$ cat config.mk
export PLATFORM = sky130hd
export DESIGN_NAME = gpio_pad_bank
export DESIGN_NICKNAME = d
export VERILOG_FILES = /design/src/rtl/gpio_pad_bank.sv
export SDC_FILE = /design/constraint.sdc
export NUM_CORES = 1
export LEC_CHECK = 0
export ABC_AREA = 1
export CORE_MARGIN = 2
export CORE_UTILIZATION = 29
export CTS_CLUSTER_SIZE = 40
export DETAILED_ROUTE_END_ITERATION = 7
export PLACE_DENSITY = 0.49
export RECOVER_POWER = 25
export SETUP_SLACK_MARGIN = 0.4
export SYNTH_ARGS = -nofsm -noshare
export SYNTH_HDL_FRONTEND = slang
export SYNTH_SLANG_ARGS = --single-unit
$ cat constraint.sdc
create_clock -name i_clk -period 2.5 [get_ports i_clk]
set_input_delay 0.5 -clock i_clk [delete_from_list [all_inputs] [get_ports i_clk]]
set_output_delay 0.5 -clock i_clk [all_outputs]
set_load 0.05 [all_outputs]
$ cat src/rtl/gpio_pad_bank.sv
// GPIO pad bank: per-pad control words, output data, synchronised and glitch-filtered
// inputs with edge interrupts, configured through a single-cycle register port.
module gpio_pad_bank #(
    parameter int                   NUM_PADS    = 8,
    parameter int                   PAD_CTL_W   = 9,
    parameter int                   FILT_W      = 4,
    parameter logic [PAD_CTL_W-1:0] PAD_CTL_RST = '0
) (
    input  logic                          i_clk,
    input  logic                          i_rst_n,
    input  logic                          i_reg_wr,
    input  logic                          i_reg_rd,
    input  logic [5:0]                    i_reg_addr,
    input  logic [31:0]                   i_reg_wdata,
    output logic [31:0]                   o_reg_rdata,
    input  logic [NUM_PADS-1:0]           i_pad_in,
    output logic [NUM_PADS-1:0]           o_pad_out,
    output logic [NUM_PADS*PAD_CTL_W-1:0] o_pad_ctl,
    output logic                          o_irq
);

    localparam logic [5:0] ADDR_DATA_OUT    = 6'h00;
    localparam logic [5:0] ADDR_DATA_IN     = 6'h01;
    localparam logic [5:0] ADDR_IRQ_RISE_EN = 6'h02;
    localparam logic [5:0] ADDR_IRQ_FALL_EN = 6'h03;
    localparam logic [5:0] ADDR_IRQ_STATUS  = 6'h04;
    localparam logic [5:0] ADDR_FILT_THRESH = 6'h05;
    localparam int         PAD_BASE         = 8;

    logic [NUM_PADS-1:0]  r_dataOut;
    logic [NUM_PADS-1:0]  r_riseEn;
    logic [NUM_PADS-1:0]  r_fallEn;
    logic [NUM_PADS-1:0]  r_irqStatus;
    logic [FILT_W-1:0]    r_filtThresh;
    logic [PAD_CTL_W-1:0] r_padCtl [NUM_PADS];
    logic [NUM_PADS-1:0]  r_sync1;
    logic [NUM_PADS-1:0]  r_sync2;
    logic [NUM_PADS-1:0]  r_filt;
    logic [FILT_W-1:0]    r_cnt [NUM_PADS];
    logic [31:0]          r_rdata;

    logic [NUM_PADS-1:0]  w_fire;
    logic [NUM_PADS-1:0]  w_set;
    logic [NUM_PADS-1:0]  w_clr;
    logic [31:0]          w_rdMux;
    logic                 w_unused;

    assign w_unused = &{1'b0, i_reg_wdata};

    always_ff @(posedge i_clk) begin
        if (!i_rst_n) begin
            r_dataOut    <= '0;
            r_riseEn     <= '0;
            r_fallEn     <= '0;
            r_filtThresh <= '0;
            for (int i = 0; i < NUM_PADS; i++) begin
                r_padCtl[i] <= PAD_CTL_RST;
            end
        end else if (i_reg_wr) begin
            case (i_reg_addr)
                ADDR_DATA_OUT:    r_dataOut    <= i_reg_wdata[NUM_PADS-1:0];
                ADDR_IRQ_RISE_EN: r_riseEn     <= i_reg_wdata[NUM_PADS-1:0];
                ADDR_IRQ_FALL_EN: r_fallEn     <= i_reg_wdata[NUM_PADS-1:0];
                ADDR_FILT_THRESH: r_filtThresh <= i_reg_wdata[FILT_W-1:0];
                default: ;
            endcase
            for (int i = 0; i < NUM_PADS; i++) begin
                if (i_reg_addr == 6'(PAD_BASE + i)) begin
                    r_padCtl[i] <= i_reg_wdata[PAD_CTL_W-1:0];
                end
            end
        end
    end

    // A pad fires once a mismatch has persisted past the threshold; >= lets a
    // lowered threshold take effect on a counter that is already above it.
    always_comb begin
        w_fire = '0;
        for (int i = 0; i < NUM_PADS; i++) begin
            w_fire[i] = (r_sync2[i] != r_filt[i]) && (r_cnt[i] >= r_filtThresh);
        end
    end

    always_ff @(posedge i_clk) begin
        if (!i_rst_n) begin
            r_sync1 <= '0;
            r_sync2 <= '0;
            r_filt  <= '0;
            for (int i = 0; i < NUM_PADS; i++) begin
                r_cnt[i] <= '0;
            end
        end else begin
            r_sync1 <= i_pad_in;
            r_sync2 <= r_sync1;
            for (int i = 0; i < NUM_PADS; i++) begin
                if (r_sync2[i] == r_filt[i]) begin
                    r_cnt[i] <= '0;
                end else if (w_fire[i]) begin
                    r_filt[i] <= r_sync2[i];
                    r_cnt[i]  <= '0;
                end else begin
                    r_cnt[i] <= r_cnt[i] + FILT_W'(1);
                end
            end
        end
    end

    assign w_set = (w_fire & r_sync2 & r_riseEn) | (w_fire & ~r_sync2 & r_fallEn);

    always_comb begin
        w_clr = '0;
        if (i_reg_wr && (i_reg_addr == ADDR_IRQ_STATUS)) begin
            w_clr = i_reg_wdata[NUM_PADS-1:0];
        end
    end

    // Set is applied after clear so a new event survives a simultaneous W1C.
    always_ff @(posedge i_clk) begin
        if (!i_rst_n) begin
            r_irqStatus <= '0;
        end else begin
            r_irqStatus <= (r_irqStatus & ~w_clr) | w_set;
        end
    end

    always_comb begin
        w_rdMux = '0;
        case (i_reg_addr)
            ADDR_DATA_OUT:    w_rdMux[NUM_PADS-1:0] = r_dataOut;
            ADDR_DATA_IN:     w_rdMux[NUM_PADS-1:0] = r_filt;
            ADDR_IRQ_RISE_EN: w_rdMux[NUM_PADS-1:0] = r_riseEn;
            ADDR_IRQ_FALL_EN: w_rdMux[NUM_PADS-1:0] = r_fallEn;
            ADDR_IRQ_STATUS:  w_rdMux[NUM_PADS-1:0] = r_irqStatus;
            ADDR_FILT_THRESH: w_rdMux[FILT_W-1:0]   = r_filtThresh;
            default: begin
                for (int i = 0; i < NUM_PADS; i++) begin
                    if (i_reg_addr == 6'(PAD_BASE + i)) begin
                        w_rdMux[PAD_CTL_W-1:0] = r_padCtl[i];
                    end
                end
            end
        endcase
    end

    always_ff @(posedge i_clk) begin
        if (!i_rst_n) begin
            r_rdata <= '0;
        end else if (i_reg_rd) begin
            r_rdata <= w_rdMux;
        end
    end

    for (genvar g = 0; g < NUM_PADS; g++) begin : g_padCtl
        assign o_pad_ctl[g*PAD_CTL_W +: PAD_CTL_W] = r_padCtl[g];
    end

    assign o_pad_out   = r_dataOut;
    assign o_reg_rdata = r_rdata;
    assign o_irq       = |(r_irqStatus & (r_riseEn | r_fallEn));

endmodule

Yosys cells after proc, flatten, opt, wreduce, memory -nomap -nowiden
Memory sizes are Yosys's and may differ from the RTL's.
Cells that the tools add are included.
{ "classes": {"bitwise": 51, "n_lt_le_gt_ge": 8, "addsub": 8, "mux": 165, "reduce_logical": 24, "eq_ne": 29} }
{ "op_table": {"columns": ["operator", "n"], "rows": [
  ["2-to-1 mux 9 bit", 16],
  ["2-to-1 mux 1 bit", 122],
  ["2-to-1 mux 4 bit", 24],
  ["AND 8 bit", 6],
  ["equality test 6 x 4 -> 1 bit, second input constant", 8],
  ["case mux 4 bit (6 select lines)", 2],
  ["adder 4 x 1 -> 4 bit, second input constant", 8],
  ["greater-or-equal comparator 4 bit", 8],
  ["bitwise OR 1 bit", 32],
  ["bitwise OR 8 bit", 3],
  ["AND reduction 2 bit", 12],
  ["NOT 8 bit", 2],
  ["equality test 6 x 2 -> 1 bit, second input constant", 2],
  ["equality test 6 x 3 -> 1 bit, second input constant", 2],
  ["logical AND 1 bit", 9],
  ["equality test 1 bit", 8],
  ["2-to-1 mux 8 bit", 1],
  ["!= test 1 bit", 8],
  ["NOT 1 bit", 8],
  ["OR reduction 8 bit", 1],
  ["equality test 6 x 1 -> 1 bit, second input constant", 1],
  ["zero test 6 bit", 1],
  ["OR reduction 6 bit", 1]
]} }
{ "word_totals": {"mem_count": 2, "input_bits": 50, "reg_bits": 69, "out_inout_bits": 113, "wordCells": 303, "mem_bits_rw": 104} }
{ "memory_table": {"columns": ["memory", "words", "width", "rd", "rd_clocked_by_memory_dff", "write_ports", "line_no", "text"], "rows": [
  ["r_padCtl", 8, 9, 8, 0, 8, "35", "logic [PAD_CTL_W-1:0] r_padCtl [NUM_PADS];"],
  ["r_cnt", 8, 4, 8, 0, 8, "39", "logic [FILT_W-1:0] r_cnt [NUM_PADS];"]
]} }

Longest topological paths before layout
Gate-level depths: netlist of run 1.
{ "depth": {"depth_word": 10, "depth_mapped": 11, "ltp_nobuf": 11} }

Worst setup path before layout of run 1
No wires, ideal clock.
{ "synth_timing": {"path_type": "input-to-reg", "start": "input port i_reg_addr[4]", "end": "memory r_padCtl[6][0], in the netlist r_padCtl[1][18], enable pin", "path_stages": 6, "arrival_ps": 1819, "required_time_ps": 2110, "n_path_buf": 1, "setup_ps": 390, "slack_ps": 291, "path_cell_list": "inv_2 nand2_2 nor2_8 buf_2 nand2_1 o31ai_1"} }
{ "synth_rtl": {"columns": ["item", "line_no", "text"], "rows": [
  ["start: declaration", "13", "input logic [5:0] i_reg_addr,"],
  ["end: declaration", "35", null]
]} }

Worst setup path in the final report of run 1
{ "layout_timing": {"start": "input port i_reg_addr[0]", "end": "register r_filtThresh[1]"} }
{ "layout_between": {"elab_chain_cells": 2} }
{ "layout_lines": {"columns": ["item", "line_no", "text"], "rows": [
  ["equality test 6 x 3 -> 1 bit", "60", "case (i_reg_addr)"],
  ["AND reduction 2 bit (no source line)", null, null],
  ["end signal: assignment", "64", "ADDR_FILT_THRESH: r_filtThresh <= i_reg_wdata[FILT_W-1:0];"],
  ["end: declaration", "34", "logic [FILT_W-1:0] r_filtThresh;"]
]} }
No other way between the ends.
A chain may end at the register's enable or synchronous reset.

==> impl_metrics.toml, run 1 <==
[yosys]
ys_seq_elements = 173
synth_edf_count = 104
synth_largest_area_cell = "edfxtp_1"
synth_flop_cell = "edfxtp_1"
synth_top_area_share_pct = 36.54
syn_inst = 955
yosysMostFrequentCell = "nor2_1"
synth.avg_cell_area_um2 = 8.948
syn_area_mm2 = 0.008546
synth.lib_cells_used.distinct = 39
ys_seq_area_share_pct = 52.71
yosys-top-cells-area = "edfxtp_1 37%, dfxtp_1 16%, nor2_1 6.6%, nand2_1 6.3%, ha_1 5.9%"
synthTopCellsByCount = "151 x nor2_1, 143 x nand2_1, 105 x inv_1, 104 x edfxtp_1, 69 x dfxtp_1"
synthArstFlopShare_pct = 0
ys.warnings.count = 0

[worst_setup_path]
endpoint = "r_filtThresh[1]"
worstPathArrival_ns = 2.36
crit_path_end_kind = "flop"
r2r_cells = 11
timing_worst_setup_path_type = "input port to flop"
rrSetupSlack_ns = 0.45
required_ns = 2.81
critPathMaxFanout = 7
start_kind = "input port"
r2r-end = "r_cnt[0][15]"
rr_startpoint = "r_filtThresh[1]"
crit_path_start = "i_reg_addr[0]"

[floorplan]
core_mm2 = 0.02886
fp.dieW_um = 175.7
num_rows = 62
ios = 163
dieArea_mm2 = 0.03086
initial_utilization_pct = 29.61
die_y_um = 175.7

[route]
vias_per_cell = 4.547
drtIter0Drc = 493
drtPass1Iterations = 5
vias = 7071
wl_per_cell_um = 16.48
routed_wl_mm = 25.62
ant_nets = 0
drc_errors = 0

[power]
p_int_mw = 4.721
max-vdd-ir-drop_mv = 0.3906
switching_share_pct = 30.62
power_frac_seq_pct = 47.7
power_density_mw_per_mm2 = 614.1
p_clk_share_pct = 38.4
cellLeakagePower_nw = 4.666
power.switching_mw = 2.084
combPwrFrac_pct = 13.9

[sta]
finalMaxSlewViolations = 0
slew_headroom_pct = 32.98
fin_ws_ns = 0.4477
post-route-min-period_ns = 2.052
worst_pin_slew_ns = 1.005
rsz0062_at_grt = "yes"
final.period_utilization_pct = 82.09
setup_viol = 0
fin_skew_ns = 0.01085
setup_tns_ns = 0
hold_viol_final = 0
fmax_mhz = 487.3

[global_route]
grt_usage_pct = 16.77
antenna_found_initial = 0
grt_max_degree = 26
grt_pass1_wl_mm = 39.02
overflow = 0
first_global_vias = 6712

[final_layout]
post-route-util_pct = 38.39
layout-drive-gt1-share_pct = 12.47
finalNetCount = 1248
postLayoutCellArea_mm2 = 0.01108
fin_cells = 1555
synthToLayoutAreaGrowth_pct = 29.65
diodes = 0

[clock_tree]
clk_latency_ns = 0.44
clkTransAtPathRegs_ns = 0.07
cts_tree = "built"
ctsHtreeMaxLevel = 4
cts.sinks = 173
cts_root_buffer = "clkbuf_16"
clockBufferDepth = 2
cts-buffers-inserted = 17

[placed_design]
port_buffers = 116
gp_congestion = 0.8308
pre_cts_ws_ns = 0.001835
dpl-instance-area_mm2 = 0.01051
post-dp-hpwl_mm = 19.52
dpl.cell_count = 1513

[flow_run]
maxCapViolations = 0

[min_path]
min_path_type = "flop to flop"
min_from = "r_sync1[1]"

[outcome]
status = "finished, final reports clean"
critical path: stages:
cell and delay, ns:
clkdlybuf4s50_1 0.62, buf_4 0.18, nand2_2 0.08, nor3_2 0.28, inv_1 0.11, nor2_1 0.20
inv_2 0.10, o21ai_0 0.21, a21oi_1 0.08
layout make-up:
cell class / instances / area [µm²]
fill: 2982 / 17780
clock inverter: 15 / 143.9
timing repair buffer: 175 / 1494
multi-input combinational: 676 / 3585
inverter: 115 / 440.4
tap: 384 / 480.5
sequential: 173 / 4511
clock buffer: 17 / 425.4
cell families after synthesis:
family                   synth area share, %
flip-flops                             52.71
AND/OR/NAND/NOR                        21.68
adder cells (fa/ha/maj)                5.857
XOR/XNOR                               1.640
other                                0.08788
buffers and inverters                  8.214
AO/OA/AOI/OAI                          9.810
through the flow:
step | hold slack, ns | power [mW]
CTS | 0.4159 | 6.866
global placement | 0.3955 | 4.308
global route | 0.4287 | 7.043
finish | 0.4127 | 6.804
detailed placement | 0.3987 | 4.313
floorplan | 0.3905 | 3.947
routing by layer:
metal / vias to the layer above / track usage [%] / wire length (µm)
met2: 179 / 26.16 / 11570
met3: 33 / 2.987 / 1305
met5: - / 0 / 0
met1: 3315 / 23.65 / 12290
li1: 3544 / - / -
met4: 0 / 5.200 / 455
layout by cell type, fill, tap and decap left out, types with 6 or more instances in the layout:
cell type	synthesis	routed
inv_8	0	6
o211ai_1	21	21
dlygate4sd2_1	0	89
clkbuf_16	0	17
edfxtp_1	104	104
nand2_2	4	8
nand4_1	27	27
inv_2	8	11
nor3_1	6	6
clkbuf_1	12	6
ha_1	40	40
nand2_1	143	139
o21ai_0	65	59
nor2_1	151	149
clkdlybuf4s50_1	0	25
inv_1	105	100
dfxtp_1	69	64
nor2_2	6	8
a21oi_1	55	54
nand3_1	58	56
conb_1	2	55
xor2_1	8	8
o21ai_1	4	8
buf_4	24	52
xnor2_1	8	8
repair_timing:
action / CTS / global route
cloned: 0 / 0
hold buffers: 0 / 0
pin swaps: 0 / 9
resized for setup: 94 / 32
setup buffers: 0 / 10
setup endpoints to repair: 90 / 55
flip-flops by register name, indices dropped and copies added (netlist names):
| register | cells |
|---|---|
| r_riseEn | 8 |
| r_cnt | 32 |
| o_pad_out | 8 |
| r_filt | 8 |
| r_irqStatus | 8 |
| r_sync1 | 8 |
| r_fallEn | 8 |
| r_filtThresh | 4 |
| o_reg_rdata | 9 |
| r_sync2 | 8 |
| r_padCtl | 72 |
power groups by stage:
stage,Clock (mW),Combinational [mW],Sequential (mW)
detailed placement,0,0.999,3.31
floorplan,0,0.381,3.57
finish,2.61,0.947,3.24
global route,2.77,1.02,3.26
global placement,0,0.994,3.31
CTS,2.67,0.947,3.25
how the worst min path moves through the flow:
stage / endpoint / cells after the start
CTS: r_sync2[2] / 2
finish: r_sync2[1] / 2
global placement: r_sync2[7] / 2
detailed placement: r_sync2[1] / 2
global route: r_sync2[1] / 2
floorplan: r_sync2[0] / 2
(Power assumes the default switching activity.)
==> run 2, diff against run 1 <==
- PLACE_DENSITY: 0.49 -> 0.5
- clock period: 2.5 -> 1.83 ns (I/O delays scaled with it)
==> impl_metrics.toml, run 2 (synthesis gave the netlist of run 1 again) <==
[outcome]
status = "complete, but fails checks"
failed_checks = "negative setup slack"

[final_layout]
finalNetCount = 1368
diodes = 0
final_cell_mix = "143 x buf_4, 126 x nor2_1, 112 x nand2_1"
synthToLayoutAreaGrowth_pct = 53.44
layout-drive-gt1-share_pct = 37.03
largest_register_ffs = 72
n_fill_cell = 2833
max_flop_register = "r_padCtl"
final_common_cell = "buf_4"
postLayoutCellArea_mm2 = 0.01311
post-route-util_pct = 45.44

[placed_design]
port_buffers = 116
gp_congestion = 0.8349
post-dp-hpwl_mm = 20.88
dpl-instance-area_mm2 = 0.01095
pre_cts_ws_ns = -0.4195

[sta]
holdWs_ns = 0.4142
hold_viol_final = 0
slew_headroom_pct = 50.65
setup_viol = 1
finalMaxSlewViolations = 0
fmax_mhz = 515.5
rsz0062_at_grt = "yes"
setup_tns_ns = -0.1099
final.period_utilization_pct = 106.0
worst_pin_slew_ns = 0.7403
post-route-min-period_ns = 1.940
fin_ws_ns = -0.1099
fin_skew_ns = 0.01049

[route]
wl_per_cell_um = 17.09
vias = 7793
routed_wl_mm = 28.62
ant_nets = 0
vias_per_cell = 4.653
drc_errors = 0
drtPass1Iterations = 6
drtIter0Drc = 446

[min_path]
min_from = "r_sync1[3]"
min_path_type = "flop to flop"

[worst_setup_path]
rr_startpoint = "r_filtThresh[1]"
start_kind = "flop"
path_buf_inv = 1
timing_worst_setup_path_type = "flop to primary output"
crit_chain = "o21ai_2 -> o2111a_1 -> nand4_1 -> buf_12"
critPathTopFamily = "compound AO/OA/AOI/OAI gates"
critPathMaxStageDelay_ns = 0.35
crit_path_start = "r_fallEn[2]"
critPathMaxFanout = 4
worstPathArrival_ns = 1.57
crit_slowest_cell = "dfxtp_2"
crit_path_end_kind = "primary output"
required_ns = 1.46

[flow_run]
maxCapViolations = 0

[clock_tree]
clkTransAtPathRegs_ns = 0.07
cts.sinks = 173
clk_latency_ns = 0.44
ctsHtreeMaxLevel = 4
cts-buffers-inserted = 17
cts_tree = "built"
cts_hold_buffers = 0
clockBufferDepth = 2
cts_root_buffer = "clkbuf_16"

[floorplan]
dieArea_mm2 = 0.03086
ios = 163
core_mm2 = 0.02886
initial_utilization_pct = 29.61
die_y_um = 175.7
num_rows = 62
fp.dieW_um = 175.7

[global_route]
grt_max_degree = 23
antenna_found_initial = 0
first_global_vias = 7621
overflow = 0
grt_pass1_wl_mm = 43.38
grt_usage_pct = 18.64

[power]
power_density_mw_per_mm2 = 747.0
max-vdd-ir-drop_mv = 0.5545
cellLeakagePower_nw = 5.506
run 2: changes by cell type in the layout (fill, tap and decap cells not counted), sizes merged, moves of 2 or more:
cell and delta:
buf +207, clkinv +2, clkdlybuf4s50 -11, dlygate4sd2 -88, inv -6, dlygate4sd3 +4
clkbuf +10
run 2: timing repair:
item                       CTS  global route
gates cloned                 2             0
pin swaps                   50            59
setup buffers               58            27
setup endpoints to repair  288           161
gates resized for setup    181           114
run 2: where the power goes:
group	internal (mW)	switching (mW)	total [mW]
logic	0.644	1.10	1.75
clock network	1.97	1.62	3.58
registers	4.30	0.163	4.47
run 2: metrics by stage:
step           power [mW]  cells
4_1_cts             9.770   1648
2_1_floorplan       5.429   1008
3_5_place_dp        5.992   1556
6_report            9.795   1675
5_1_grt             10.14   1675
3_3_place_gp        5.983   1556
run 2: final cells by class:
class / instances / area (µm²) / share of cell area, %
clock buffers: 20 / 457.9 / 3.492
clock inverters: 12 / 111.4 / 0.8492
inverters: 115 / 467.9 / 3.569
multi-input cells: 677 / 4270 / 32.57
flip-flops and latches: 173 / 4527 / 34.52
well taps: 384 / 480.5 / 3.664
repair buffers: 294 / 2798 / 21.34
run 2: worst paths after layout:
check | end | depth (start not counted) | slack [ns]
min reg2reg | r_sync2[3] | 2 | 0.41
max reg2reg | r_filt[4] | 11 | 0.09
max | o_irq | 4 | -0.11
min | r_sync2[3] | 2 | 0.41
run 2: tightest hold or removal path: stages (launching register included):
cell and delay [ns]:
dfxtp_1 0.30, nand2_1 0.04, inv_1 0.04
run 2: layer usage:
metal,track usage (%),vias up,part of all wire (%)
met5,0,-,0
met2,30.09,222,47
met1,25.32,3727,46
met3,3.571,40,4.7
met4,5.785,0,2.1
li1,-,3804,-
==> RTL edit (settings of run 1) <==
Change the parameter `NUM_PADS` from 8 to 16.
--- a/src/rtl/gpio_pad_bank.sv
+++ b/src/rtl/gpio_pad_bank.sv
@@ -3,3 +3,3 @@
 module gpio_pad_bank #(
-    parameter int                   NUM_PADS    = 8,
+    parameter int                   NUM_PADS    = 16,
     parameter int                   PAD_CTL_W   = 9,
Interface: changed (resized i_pad_in, o_pad_ctl and o_pad_out); port bits go from 163 to 251. The function was not compared with the original's and may differ.
==> RTL edit against run 1 <==
Combinational power increased by 88%. Utilization increased by 0.44 points. Setup slack got worse by 0.27 ns. Total power increased by 100%. Largest cell class unchanged. Synthesized area increased by 88%. Routed wire length increased by 110%. Register-to-register slack improved by 0.10 ns. Cell area increased by 93%. Sequential cell count increased by 167. Critical endpoint is now o_irq. Critical path type is now reg2out.
==> RTL edit: results (changes against run 1) <==
{| class="wikitable"
! Metric !! Value
|-
| Outcome || finished clean
|-
| Number of cells in the finished layout apart from fillers || 2962 (+90%)
|-
| Capture endpoint of the worst hold path || r_sync2[0]
|-
| Main area contributors after synthesis || sky130_fd_sc_hd__edfxtp_1 39%, sky130_fd_sc_hd__dfxtp_1 16%, sky130_fd_sc_hd__nor2_1 7.7%
|-
| Number of placed instances with taps included || 2886 (+91%)
|-
| Min-delay worst type || in2reg
|-
| Fraction of layout instances using a drive strength above 1 || 10.2% (-2.3 points)
|-
| Average vias per placed instance || 4.60 (+1.2%)
|-
| Data arrival time of the critical path || 1.82 ns (-0.54 ns)
|-
| Startpoint of the most critical register-to-register path || r_padCtl[0][13]
|-
| Max FFs per register || 144 (+100%)
|-
| Routed length per instance || 18.1 um (+10%)
|-
| Number of enable flip-flop cells after synthesis || 208 (+100%)
|-
| Number of cell instances on the worst register-to-register path || 12 (+1)
|-
| Pre-CTS setup slack || -0.471 ns (-0.473 ns)
|-
| Share of the yosys chip area belonging to registers || 55.2% (+2.5 points)
|-
| Origin of the worst setup path || r_fallEn[6]
|-
| Synth cell types || 43 (+10%)
|-
| Total power per unit cell area || 651 nW/um^2 (+6.0%)
|-
| First-pass GRT wire length || 80600 um (+110%)
|-
| Maximum number of pins on one net before global-route repair || 56 (+120%)
|-
| Met1 track demand over resource || 23.4% (-0.28 points)
|-
| TritonCTS Buffers || 40 (+23)
|-
| Hold Worst Slack || 0.337 ns (-0.0757 ns)
|-
| Clk_skew || 0.0236 ns (+0.0128 ns)
|-
| Worst vdd rail ir drop || 441 uV (+13%)
|-
| Number of antenna violations at the first check in global routing || 2 (+2)
|-
| Clock latency reported for the late side of the worst-skew pair || 0.57 ns (+0.13 ns)
|-
| Startpoint of the worst hold path || i_rst_n
|-
| Global Route met2 Usage || 30.6% (+4.4 points)
|-
| Placement Cell Area || 20400 sq um (+94%)
|-
| Maximum count of clock buffers along a single path || 3 (+1)
|-
| Mean area per synthesized cell || 9.09 sq um (+1.5%)
|-
| Crit path max fanout || 4 (-3)
|}
-- RTL edit: cell count changes after synthesis, sizes merged, moves of 23 or more --
cell    delta
nor2     +179
dfxtp     +63
o21ai     +24
clkbuf    +23
nand4     +26
ha        +40
inv       +91
nand3     +32
nand2    +130
edfxtp   +104
xor2      +24
-- RTL edit: metal layers --
metal | share of wire [%] | vias to the layer above
li1 | - | 6683
met1 | 43 | 6451
met2 | 46 | 400
met3 | 7.4 | 94
met4 | 3.8 | 2
met5 | 0.015 | -
-- RTL edit: logic make-up after synthesis --
| group | share of synthesized area [%] |
|---|---|
| flip-flops | 55.2 |
| other | 0.0466 |
| AO/OA/AOI/OAI | 8.44 |
| adder cells (fa/ha/maj) | 6.21 |
| XOR/XNOR | 2.61 |
| buffers and inverters | 6.98 |
| AND/OR/NAND/NOR | 20.5 |
-- RTL edit: cell type report --
cell class / count / area share (%)
antenna: 1 / 0.0117
sequential: 340 / 41.7
tap: 748 / 4.38
clock buffer: 50 / 4.86
timing repair buffer: 357 / 14.3
inverter: 209 / 3.67
multi-input combinational: 1234 / 30.1
clock inverter: 23 / 0.973
-- RTL edit: worst max-delay path, stage by stage, from the launching register on --
cell and delay (ns):
sky130_fd_sc_hd__dfxtp_4 0.35, sky130_fd_sc_hd__o21ai_2 0.14, sky130_fd_sc_hd__nand4_1 0.11, sky130_fd_sc_hd__nor4_2 0.26, sky130_fd_sc_hd__buf_4 0.17, sky130_fd_sc_hd__nand2_4 0.06
sky130_fd_sc_hd__buf_8 0.15
-- RTL edit: where the power goes --
group,switching (uW),total (uW),internal (uW)
Sequential,216,6430,6220
Combinational,1300,1780,475
Clock,2410,5680,3270
Total,3930,13900,9960
